## config.mk

```make
export PLATFORM = sky130hd
export DESIGN_NAME = axis_window_stats
export DESIGN_NICKNAME = d
export VERILOG_FILES = /design/src/rtl/axis_window_stats.sv
export SDC_FILE = /design/constraint.sdc
export NUM_CORES = 1
export LEC_CHECK = 0
export BUFFER_PORTS_ARGS = -buffer_cell sky130_fd_sc_hd__buf_2
export CAP_MARGIN = 20
export CORE_MARGIN = 10
export CORE_UTILIZATION = 53
export DETAILED_ROUTE_END_ITERATION = 16
export PLACE_DENSITY = 0.77
export SETUP_SLACK_MARGIN = 0.1
export SYNTH_ARGS = -nofsm -noshare
export SYNTH_HDL_FRONTEND = slang
export SYNTH_SLANG_ARGS = --single-unit
```

## constraint.sdc

```tcl
create_clock -name clk -period 6.3 [get_ports clk]
set_input_delay 1.26 -clock clk [delete_from_list [all_inputs] [get_ports clk]]
set_output_delay 1.26 -clock clk [all_outputs]
set_load 0.01 [all_outputs]
```

## src/rtl/axis_window_stats.sv

```systemverilog
// axis_window_stats: zero-latency AXI-Stream tap that profiles flits, packets, bytes,
// stalls and max packet length per fixed window and publishes a registered snapshot.
module axis_window_stats #(
    parameter int DATA_WIDTH    = 64,
    parameter int CNT_WIDTH     = 32,
    parameter int WINDOW_CYCLES = 1024,
    parameter int SATURATE      = 1,
    parameter int DEST_WIDTH    = 4,
    parameter int ID_WIDTH      = 4
) (
    input  logic                    clk,
    input  logic                    rst,
    input  logic [DATA_WIDTH-1:0]   in_TDATA,
    input  logic                    in_TVALID,
    input  logic [DATA_WIDTH/8-1:0] in_TKEEP,
    input  logic [DEST_WIDTH-1:0]   in_TDEST,
    input  logic [ID_WIDTH-1:0]     in_TID,
    input  logic                    in_TLAST,
    output logic                    in_TREADY,
    output logic [DATA_WIDTH-1:0]   out_TDATA,
    output logic                    out_TVALID,
    output logic [DATA_WIDTH/8-1:0] out_TKEEP,
    output logic [DEST_WIDTH-1:0]   out_TDEST,
    output logic [ID_WIDTH-1:0]     out_TID,
    output logic                    out_TLAST,
    input  logic                    out_TREADY,
    input  logic                    clear,
    output logic                    snap_valid,
    output logic [CNT_WIDTH-1:0]    snap_flits,
    output logic [CNT_WIDTH-1:0]    snap_pkts,
    output logic [CNT_WIDTH-1:0]    snap_bytes,
    output logic [CNT_WIDTH-1:0]    snap_stalls,
    output logic [CNT_WIDTH-1:0]    snap_max_len
);
    localparam int KW = DATA_WIDTH / 8;
    localparam int WW = $clog2(WINDOW_CYCLES);
    typedef logic [CNT_WIDTH-1:0] cnt_t;

    // Overflow either pins at all-ones or wraps, depending on SATURATE.
    function automatic cnt_t add(input cnt_t a, input cnt_t b);
        logic [CNT_WIDTH:0] s;
        s = {1'b0, a} + {1'b0, b};
        return (SATURATE != 0 && s[CNT_WIDTH]) ? '1 : s[CNT_WIDTH-1:0];
    endfunction

    assign in_TREADY  = out_TREADY;
    assign out_TDATA  = in_TDATA;
    assign out_TVALID = in_TVALID;
    assign out_TKEEP  = in_TKEEP;
    assign out_TDEST  = in_TDEST;
    assign out_TID    = in_TID;
    assign out_TLAST  = in_TLAST;

    logic [WW-1:0] win_cnt_q, win_cnt_d;
    cnt_t flits_q, flits_d, pkts_q, pkts_d, bytes_q, bytes_d, stalls_q, stalls_d;
    cnt_t max_q, max_d, pkt_len_q, pkt_len_d;
    cnt_t snap_flits_q, snap_flits_d, snap_pkts_q, snap_pkts_d, snap_bytes_q, snap_bytes_d;
    cnt_t snap_stalls_q, snap_stalls_d, snap_max_q, snap_max_d;
    logic snap_valid_q, snap_valid_d;
    logic hs, pkt_end, restart, publish;
    cnt_t keep_cnt, len, flits_n, pkts_n, bytes_n, stalls_n, max_n;

    always_comb begin
        keep_cnt = '0;
        for (int i = 0; i < KW; i++) keep_cnt = keep_cnt + cnt_t'(in_TKEEP[i]);
        hs       = in_TVALID && out_TREADY;
        pkt_end  = hs && in_TLAST;
        restart  = clear || win_cnt_q == WW'(WINDOW_CYCLES - 1);
        publish  = !clear && win_cnt_q == WW'(WINDOW_CYCLES - 1);
        len      = add(pkt_len_q, cnt_t'(1));
        flits_n  = add(flits_q, cnt_t'(hs));
        pkts_n   = add(pkts_q, cnt_t'(pkt_end));
        bytes_n  = add(bytes_q, hs ? keep_cnt : '0);
        stalls_n = add(stalls_q, cnt_t'(in_TVALID && !out_TREADY));
        max_n    = (pkt_end && len > max_q) ? len : max_q;
        // Packet length deliberately survives window boundaries; only clear resets it.
        pkt_len_d     = clear ? '0 : hs ? (in_TLAST ? '0 : len) : pkt_len_q;
        win_cnt_d     = restart ? '0 : win_cnt_q + WW'(1);
        flits_d       = restart ? '0 : flits_n;
        pkts_d        = restart ? '0 : pkts_n;
        bytes_d       = restart ? '0 : bytes_n;
        stalls_d      = restart ? '0 : stalls_n;
        max_d         = restart ? '0 : max_n;
        snap_flits_d  = publish ? flits_n : snap_flits_q;
        snap_pkts_d   = publish ? pkts_n : snap_pkts_q;
        snap_bytes_d  = publish ? bytes_n : snap_bytes_q;
        snap_stalls_d = publish ? stalls_n : snap_stalls_q;
        snap_max_d    = publish ? max_n : snap_max_q;
        snap_valid_d  = publish;
    end

    always_ff @(posedge clk) begin
        if (rst) begin
            win_cnt_q     <= '0;
            flits_q       <= '0;
            pkts_q        <= '0;
            bytes_q       <= '0;
            stalls_q      <= '0;
            max_q         <= '0;
            pkt_len_q     <= '0;
            snap_flits_q  <= '0;
            snap_pkts_q   <= '0;
            snap_bytes_q  <= '0;
            snap_stalls_q <= '0;
            snap_max_q    <= '0;
            snap_valid_q  <= 1'b0;
        end else begin
            win_cnt_q     <= win_cnt_d;
            flits_q       <= flits_d;
            pkts_q        <= pkts_d;
            bytes_q       <= bytes_d;
            stalls_q      <= stalls_d;
            max_q         <= max_d;
            pkt_len_q     <= pkt_len_d;
            snap_flits_q  <= snap_flits_d;
            snap_pkts_q   <= snap_pkts_d;
            snap_bytes_q  <= snap_bytes_d;
            snap_stalls_q <= snap_stalls_d;
            snap_max_q    <= snap_max_d;
            snap_valid_q  <= snap_valid_d;
        end
    end

    assign snap_valid   = snap_valid_q;
    assign snap_flits   = snap_flits_q;
    assign snap_pkts    = snap_pkts_q;
    assign snap_bytes   = snap_bytes_q;
    assign snap_stalls  = snap_stalls_q;
    assign snap_max_len = snap_max_q;
endmodule

```

# Word-level counts from Yosys, hierarchy flattened
# Index checks and enable logic that the tools add are counted.
# op_classes
eq_ne	1
n_lt_le_gt_ge	1
n_reduce_logical	10
mux	8
add_sub_neg	13
# ops
op	n
two-way mux 32 bit	7
adder 32 x 1 -> 33 bit	3
adder 32 x 1 -> 33 bit, second input constant	1
adder 32 x 8 -> 33 bit	1
> comparator 32 bit	1
adder 10 x 1 -> 10 bit, second input constant	1
== test 10 bit, second input constant	1
adder 7 x 1 -> 8 bit	1
two-way mux 8 bit	1
adder 6 x 1 -> 7 bit	1
adder 5 x 1 -> 6 bit	1
adder 4 x 1 -> 5 bit	1
logical AND 1 bit	5
adder 3 x 1 -> 4 bit	1
OR reduction 2 bit	2
adder 2 x 1 -> 3 bit	1
adder 1 x 1 -> 2 bit	1
logical NOT 1 bit	2
logical OR 1 bit	1
# totals
output_inout_bits	244
input_bits	86
register_bits	363

# Depth between registers and ports, before layout
# Gate-level depths: netlist of the first run.
# depth
depth_word	10
depth_mapped	19

# Least setup slack after synthesis of the first run
# Ideal clock, no wire load.
# synth_path
path_kind	in2reg
start	input in_TKEEP[0]
end	register snap_bytes_q[11], in the netlist snap_bytes[11]
slack_ns	0.877
required_time_ns	6.159
cell_stages	16
n_path_buf	1
t_arrival_ns	5.282
path_cell_list	inv_1 > fa_1 > fa_1 > fa_1 > inv_1 > ha_1 > fa_1 > and3_1 > fa_1 > a21o_1 > a21oi_1 > nor3_2 > and2_1 > buf_4 > nor2_1 > a211oi_1
# synth_between
elab_chain_len	10
# synth_lines
item	line	rtl
from (decl)	15	input logic [DATA_WIDTH/8-1:0] in_TKEEP,
adder 1 x 1 -> 2 bit	65	for (int i = 0; i < KW; i++) keep_cnt = keep_cnt + cnt_t'(in_TKEEP[i]);
adder 2 x 1 -> 3 bit	65	
adder 3 x 1 -> 4 bit	65	
adder 4 x 1 -> 5 bit	65	
adder 5 x 1 -> 6 bit	65	
adder 6 x 1 -> 7 bit	65	
adder 7 x 1 -> 8 bit	65	
two-way mux 8 bit	73	bytes_n = add(bytes_q, hs ? keep_cnt : '0);
adder 32 x 8 -> 33 bit	42	s = {1'b0, a} + {1'b0, b};
two-way mux 32 bit	43	return (SATURATE != 0 && s[CNT_WIDTH]) ? '1 : s[CNT_WIDTH-1:0];
to (signal assigned)	117	snap_bytes_q <= snap_bytes_d;
to (decl)	57	cnt_t snap_flits_q, snap_flits_d, snap_pkts_q, snap_pkts_d, snap_bytes_q, snap_bytes_d;
# Every way passes these cells.
# A chain may end at the register's enable or synchronous reset.

# Worst setup path in the final report of the first run
# Ends and elaborated chain as after synthesis.

==> summary.txt, run 1 <==
Finish
  • Non-Filler Instances: roughly 2400
  • Post-route design area: 18300 µm²
  • Nets: approximately 2100
  • Layout area overhead: 10.9%
  • Share of layout cells above drive strength 1: 0.150
  • Fillcell total: 2701
  • Commonest cells after routing, fill and taps aside: nor2_1, dfxtp_1, buf_2
  • Util after Layout: 0.598
  • Most common cell after layout, fill and taps aside: nor2_1
  • N_diodes: 0

Setup path
  • CP cell instances: buf_2, inv_1, fa_1, fa_1, fa_1, inv_1, ha_1, fa_1, and3_1, fa_1, a21o_1, a21oi_1, nor3_2, and2_1, nor2_1, a211oi_1
  • WP data arrival: ~5.6 ns
  • Levels on crit path: 16
  • CP Class: primary input to register
  • Worst path max stage delay: approximately 0.54 ns
  • Worst r2r dst: snap_max_len[20]
  • Reg2reg start: pkt_len_q[0]
  • Crit-path most repeated cell: fa_1
  • CP max FO: 8
  • R2r setup slk: roughly 1.0 ns
  • Top delay family on crit path: adder cells
  • Crit path buf inv count: 3
  • Worst EP required: 6.67 ns
  • CP Launch Type: primary input
  • Slowest-stage cell, CP: fa_1
  • Critical path endpoint category: register
  • R2R cell count: 15

Logic synthesis
  • Count of cell types in the netlist: 69
  • Synth Cell Area: around 17000 µm²
  • Syn_area_per_cell: between 8 and 9 µm²
  • Post-Synth XOR/XNOR Area: 0.0578
  • Compound-cell area share of the yosys netlist: 0.121
  • Share of the synthesized area in the top cell type: 0.440
  • Main combinational cell family by area after synthesis: simple AND/OR/NAND/NOR gates
  • Synth async-reset ratio: 0
  • Simple-gate share of the synthesized area: 0.229
  • Post-synth EDFFs: 0
  • Post-synthesis sequential area ratio: 0.440
  • Top post-synthesis cells by area: dfxtp_1, nor2_1, buf_4, nand2_1, a211oi_1
  • Syn_nets: between 2000 and 2500
  • Synth Register Bits: roughly 360
  • Cell taking the most area after synthesis: dfxtp_1
  • Yosys warns: 0
  • Most used DFF post-synth: dfxtp_1
  • Multiplexer area fraction after synthesis: 0.0350
  • Post-Synthesis Cells: between 1500 and 2000
  • Adder-cell share of the synthesized area: 0.0416

Worst hold path
  • Hold WC Path Type: register to register
  • Min-delay src: snap_max_len[23]
  • Hold path cells: 2
  • Hold Path End: snap_max_len[23]

STA
  • Max Clk Rate: 0.190 GHz
  • RSZ-0062 raised after global routing: no
  • Fin worst setup slack: 1.03 ns
  • Hold Violations, Final: 0
  • Worst-Margin Slew: roughly 0.97 ns
  • Fin crit period: about 5.3 ns
  • Max Slew Vio Count: 0
  • Final setup vio count: 0
  • Post-route clock period utilization: 0.837
  • Relative slew slack: 0.352
  • Final clock skew: about 0.011 ns
  • TNS Setup: 0 ns

Clock tree
  • Root Driver: clkbuf_16
  • Post-CTS setup buffers: 0
  • CTS Buf Count: 38
  • # clock sinks: roughly 360
  • CTS tree: done
  • Later-pin clock latency in the skew report: ~0.52 ns
  • Hold Buf Count CTS: 0
  • Clock-pin slew on the worst setup and hold paths: about 0.06 ns
  • CTS Buffer Depth: 3
  • CTS H-tree lvls: 2
  • CTS resizes: 0

Placement
  • # placed instances: 2359
  • Buffers on Ports: ~190
  • HPWL after DPL: a little under 30000 µm
  • Routability congestion estimate: ~0.87
  • Placed Area: 17100 µm²
  • Pre-CTS setup slack: 0.545 ns

Global route
  • Initial antenna violation count: 0
  • Total GRT Usage: 0.206
  • GR Overflow Total: 0
  • Largest net degree at the start of global routing: 71
  • Vias in the first global route: between 10000 and 15000
  • First-pass GRT wire length: ~68000 µm

Drt
  • WL final: 41600 µm
  • Vias: 13700
  • Antenna Violating Nets Remaining: 0
  • Drt first-iter violations: 882
  • Residual DRC count: 0
  • Iteration count of the initial detailed-routing pass: 5
  • Via/cell ratio: approximately 5.6
  • DR WL/cell: ~17 µm

Die
  • Initial Util: 0.539
  • DIE AREA: just under 40000 µm²
  • Die Ht: 197 µm
  • # IOs: 330
  • Die span in x: 197 µm
  • Placeable Area: roughly 30000 µm²
  • Row count: between 60 and 70

Power and ir drop
  • Maximum vdd drop: ~0.22 mV
  • P_leak: about 7.3 nW
  • Sw Ratio: 0.211
  • Net Switching: 0.992 mW
  • Power Internal: roughly 3.7 mW
  • Pwr Density: approximately 260 nW/µm²
  • Clock Power Share: 0.484
  • Combinational share of power: 0.026
  • Sequential Power Share: 0.490

Run
  • Max Cap Viol: 0

Outcome
  • Outcome: finished, final reports clean
==> cells by family (layout without fill, tap and decap cells) <==
logic type                 Yosys count  in the layout
DFF                                363            363
buffers and inverters              238            327
adders and majority gates           52             52
AOI/OAI and AO/OA                  308            308
muxes                               56             56
and+or+nand+nor                    817            817
xor gates and xnor gates           109            109
==> flip-flops by register name, summed over array words and instances, names as in the netlist <==
register / count
pkts_q: 32
snap_pkts: 32
max_q: 32
snap_stalls: 32
snap_max_len: 32
snap_valid: 1
snap_flits: 32
flits_q: 32
pkt_len_q: 32
stalls_q: 32
win_cnt_q: 10
snap_bytes: 32
bytes_q: 32
==> power by group through the flow <==
stage	logic, mW	clock network [mW]	registers, mW
after floorplan	0.138	0	2.35
after global placement	0.120	0	2.35
after detailed placement	0.123	0	2.35
after CTS	0.123	2.31	2.30
after global routing	0.136	2.40	2.30
final	0.121	2.27	2.30
==> area by class of cell <==
type,instances,area [µm²],share of cell area
Clock buffer,57,1090,0.0597
Timing Repair Buffer,204,1080,0.0591
Sequential cell,363,7270,0.396
Clock inverter,11,161,0.00881
Inverter,55,206,0.0113
Tap cell,396,495,0.0270
Multi-Input combinational cell,1342,8020,0.438
==> metrics by stage <==
stage               hold slack (ns)  total power [mW]
floorplan                     0.418              2.49
global placement              0.431              2.47
detailed placement            0.438              2.47
CTS                           0.446              4.73
global route                  0.457              4.83
finish                        0.442              4.69
==> worst reg2reg max path: stages (launching register included) <==
cell	delay [ns]
dfxtp_1	0.44
ha_1	0.35
and4_4	0.32
nand4_1	0.15
or4_1	0.69
nand3_1	0.19
o21a_1	0.18
ha_1	0.26
a21oi_1	0.14
o21ai_0	0.12
a221o_1	0.35
nor4_1	0.46
o22a_2	0.67
buf_4	0.35
mux2i_1	0.32
o21ai_1	0.12
==> Yosys cell counts, types with 5 or more instances <==
library cell  number
nand3_1           82
nor2_1           369
a21oi_1           74
xor2_1            50
ha_1              47
or2_2              6
a211oi_1          80
fa_1               5
a21o_1             8
o22ai_1            7
nand2_1          164
mux2_2            10
nor3_1            32
buf_4             86
buf_2             17
a31oi_1            8
nand4_1           34
nor4_1            12
xnor2_1           59
a311oi_1          17
nand3b_1           7
clkbuf_1          75
o21ai_0           39
and4_1             9
and2_1             7
dfxtp_1          363
a22oi_1           26
mux2i_1           45
nor2b_1           11
inv_1             55
and3_1            45
or3_1              8
o21a_1             5
nand2b_1           8
o21ai_1           24
==> worst max-delay path by stage <==
stage,from,endpoint
after floorplan,in_TKEEP[0],snap_bytes[11]
after global placement,in_TKEEP[0],snap_bytes[29]
after detailed placement,in_TKEEP[0],snap_bytes[11]
after CTS,in_TKEEP[0],snap_bytes[11]
after global routing,pkt_len_q[0],snap_max_len[22]
final,in_TKEEP[0],snap_bytes[11]
==> routing by layer <==
layer	wire length, µm	vias to the layer above	GRT usage	part of all wire
li1	-	6735	-	-
met3	3510	72	0.0625	0.084
met5	0	-	0	0
met4	1040	0	0.0626	0.025
met2	19000	405	0.332	0.46
met1	18100	6450	0.262	0.44
Power figures use the tool's default switching activity.
==> inputs of run 2 (changes only) <==
--- a/config.mk
+++ b/config.mk
@@ -5,12 +5,13 @@
 export SDC_FILE = /design/constraint.sdc
 export NUM_CORES = 1
 export LEC_CHECK = 0
+export ABC_AREA = 1
 export BUFFER_PORTS_ARGS = -buffer_cell sky130_fd_sc_hd__buf_2
 export CAP_MARGIN = 20
 export CORE_MARGIN = 10
 export CORE_UTILIZATION = 53
 export DETAILED_ROUTE_END_ITERATION = 16
-export PLACE_DENSITY = 0.77
+export PLACE_DENSITY = 0.76
 export SETUP_SLACK_MARGIN = 0.1
 export SYNTH_ARGS = -nofsm -noshare
 export SYNTH_HDL_FRONTEND = slang
==> constraint.sdc (replaced) <==
create_clock -name clk -period 5.1 [get_ports clk]
set_input_delay 1.02 -clock clk [delete_from_list [all_inputs] [get_ports clk]]
set_output_delay 1.02 -clock clk [all_outputs]
set_load 0.01 [all_outputs]
==> summary.txt, run 2 <==
Drt
  • Met1 WL: roughly 23000 µm
  • Iteration count of the initial detailed-routing pass: 5
  • Vias: ~17000
  • WL final: between 50000 and 60000 µm
  • Max Used Layer: met5
  • Antenna Violating Nets Remaining: 0
  • DR WL/cell: around 16 µm
  • Residual DRC count: 0
  • Drt first-iter violations: between 1000 and 1500
  • Met2 Wirelength: about 25000 µm
  • Met3 Routed Length: 3550 µm
  • Via/cell ratio: 5.24

STA
  • Worst-Margin Slew: roughly 1.4 ns
  • Final clock skew: 0.0221 ns
  • TNS Setup: 0 ns
  • Hold Violations, Final: 0
  • Max Clk Rate: between 0.2 and 0.25 GHz
  • RSZ-0062 raised after global routing: no
  • Final setup vio count: 0
  • Post-route clock period utilization: 0.914
  • Fin worst setup slack: 0.437 ns
  • Relative slew slack: 0.0420
  • Max Slew Vio Count: 0
  • Fin crit period: between 4 and 5 ns

Finish
  • Commonest cells after routing, fill and taps aside: nand2_1, nor2_1, dfxtp_1
  • Util after Layout: 0.592
  • Nets: roughly 2900
  • Share of layout cells above drive strength 1: 0.132
  • Most common cell after layout, fill and taps aside: nand2_1
  • Layout area overhead: 10.8%

Clock tree
  • CTS H-tree lvls: 2
  • # clock sinks: between 300 and 400
  • Root Driver: clkbuf_16
  • CTS Buffer Depth: 3
  • CTS Buf Count: between 40 and 50
  • Hold Buf Count CTS: 0
  • CTS resizes: 0
  • Later-pin clock latency in the skew report: 0.58 ns
  • Clock-pin slew on the worst setup and hold paths: ~0.06 ns
  • CTS tree: done
  • Post-CTS setup buffers: 0

Die
  • Row count: roughly 70
  • Die span in x: 209 µm
  • Initial Util: 0.534
  • Placeable Area: between 30000 and 40000 µm²
  • Die Ht: ~210 µm
  • # IOs: 330
  • DIE AREA: between 40000 and 50000 µm²

Logic synthesis
  • Count of cell types in the netlist: ~50
  • Syn_area_per_cell: 6.92 µm²
  • Simple-gate share of the synthesized area: 0.315
  • Main combinational cell family by area after synthesis: simple AND/OR/NAND/NOR gates
  • Adder-cell share of the synthesized area: 0.0365
  • Yosys warns: 0
  • Cell taking the most area after synthesis: dfxtp_1
  • Most used DFF post-synth: dfxtp_1
  • Syn_nets: 2862
  • Share of the synthesized area in the top cell type: 0.385
  • Post-synthesis sequential area ratio: 0.385
  • Post-synth EDFFs: 0
  • Synth Cell Area: roughly 19000 µm²
  • Compound-cell area share of the yosys netlist: 0.0968
  • Commonest cells in the synthesized netlist: nand2_1, nor2_1, dfxtp_1, inv_1, nand3_1
  • Top post-synthesis cells by area: dfxtp_1, nand2_1, nor2_1, inv_1, nand3_1
  • Post-Synth XOR/XNOR Area: 0.0307
  • Synth Register Bits: roughly 360
  • Most frequent cell after synthesis: nand2_1
  • Post-Synthesis Cells: roughly 2700
  • Synth async-reset ratio: 0
  • Multiplexer area fraction after synthesis: 0

Global route
  • First-pass GRT wire length: about 86000 µm
  • Vias in the first global route: between 15000 and 20000
  • GR Overflow Total: 0
  • Largest net degree at the start of global routing: about 250
  • Total GRT Usage: 0.236
  • Initial antenna violation count: 2

Setup path
  • Top delay family on crit path: adder cells
  • CP Launch Type: primary input
  • Slowest-stage cell, CP: fa_1
  • Worst EP required: around 5.6 ns
  • Crit path buf inv count: 5
  • CP max FO: 4
  • CP Class: primary input to register
  • CP cell instances: buf_2, inv_1, fa_1, fa_1, fa_1, inv_1, ha_1, fa_1, xnor2_1, nor2_1, ha_1, a21oi_1, nand2_1, a21oi_1, nor2_2, nand2_1, inv_1, nand3_1, nand3_1, o21ai_0, inv_1
  • WP data arrival: 5.12 ns
  • Worst path max stage delay: between 0.5 and 0.6 ns
  • Critical path endpoint category: register

Run
  • Max Cap Viol: 0

Placement
  • Pre-CTS setup slack: -0.161 ns
  • Routability congestion estimate: between 0.9 and 1
  • HPWL after DPL: between 30000 and 40000 µm
  • Buffers on Ports: between 150 and 200

Power and ir drop
  • Pwr Density: 293 nW/µm²
  • P_leak: about 9.8 nW
  • Maximum vdd drop: about 0.36 mV

Worst hold path
  • Hold WC Path Type: register to register

Outcome
  • Outcome: finished, final reports clean
[run 2: changes by cell type after synthesis, sizes merged, moves of 44 or more]
cell	previous run	this run
mux2i	45	0
nand2	165	563
inv	55	358
o21ai	64	153
a21oi	75	141
and3	45	1
a211oi	80	0
nor2	371	415
nand3	82	206
[run 2: cell type report]
class                      count  area, µm²
antenna                        1       2.50
clock buffer                  52       1140
clock inverter                19        298
fill                        3348      14400
inverter                     360       1350
multi-input combinational   1813       9060
sequential                   363       7270
tap                          461        577
timing repair buffer         219       1210
[run 2: metrics by stage]
| stage | instances | hold WS, ns | cell area (µm²) | power, mW |
|---|---|---|---|---|
| after floorplan | 2724 | 0.418 | 18900 | 3.07 |
| final | 3288 | 0.449 | 20900 | 6.13 |
| after detailed placement | 3216 | 0.436 | 19500 | 3.06 |
| after global placement | 3216 | 0.427 | 19500 | 3.05 |
| after global routing | 3287 | 0.468 | 20900 | 6.31 |
| after CTS | 3287 | 0.450 | 20900 | 6.19 |
[run 2: final timing paths]
path | slack (ns) | depth (start not counted) | endpoint | startpoint
worst max-delay path | 0.44 | 21 | snap_bytes[27] | in_TKEEP[0]
worst min-delay path | 0.45 | 1 | win_cnt_q[0] | win_cnt_q[0]
worst max register to register | 0.99 | 22 | snap_max_len[30] | pkt_len_q[0]
worst min register to register | 0.45 | 1 | win_cnt_q[0] | win_cnt_q[0]
[run 2: kinds of logic after synthesis]
family                   Yosys count
AND/OR/NAND/NOR                 1361
AO/OA/AOI/OAI                    334
flip-flops                       363
XOR/XNOR                          66
adder cells (fa/ha/maj)           52
buffers and inverters            548
[run 2: power by group]
| group | switching, mW | internal (mW) |
|---|---|---|
| Combinational | 0.112 | 0.0421 |
| Sequential | 0.00216 | 2.84 |
| Clock | 1.28 | 1.86 |
| Total | 1.39 | 4.74 |
[run 2: per-layer routing]
layer  track usage  vias to the layer above
li1              -                     8719
met5       0.00229                        -
met2         0.400                      477
met4        0.0767                        2
met1         0.293                     7944
met3        0.0517                       82
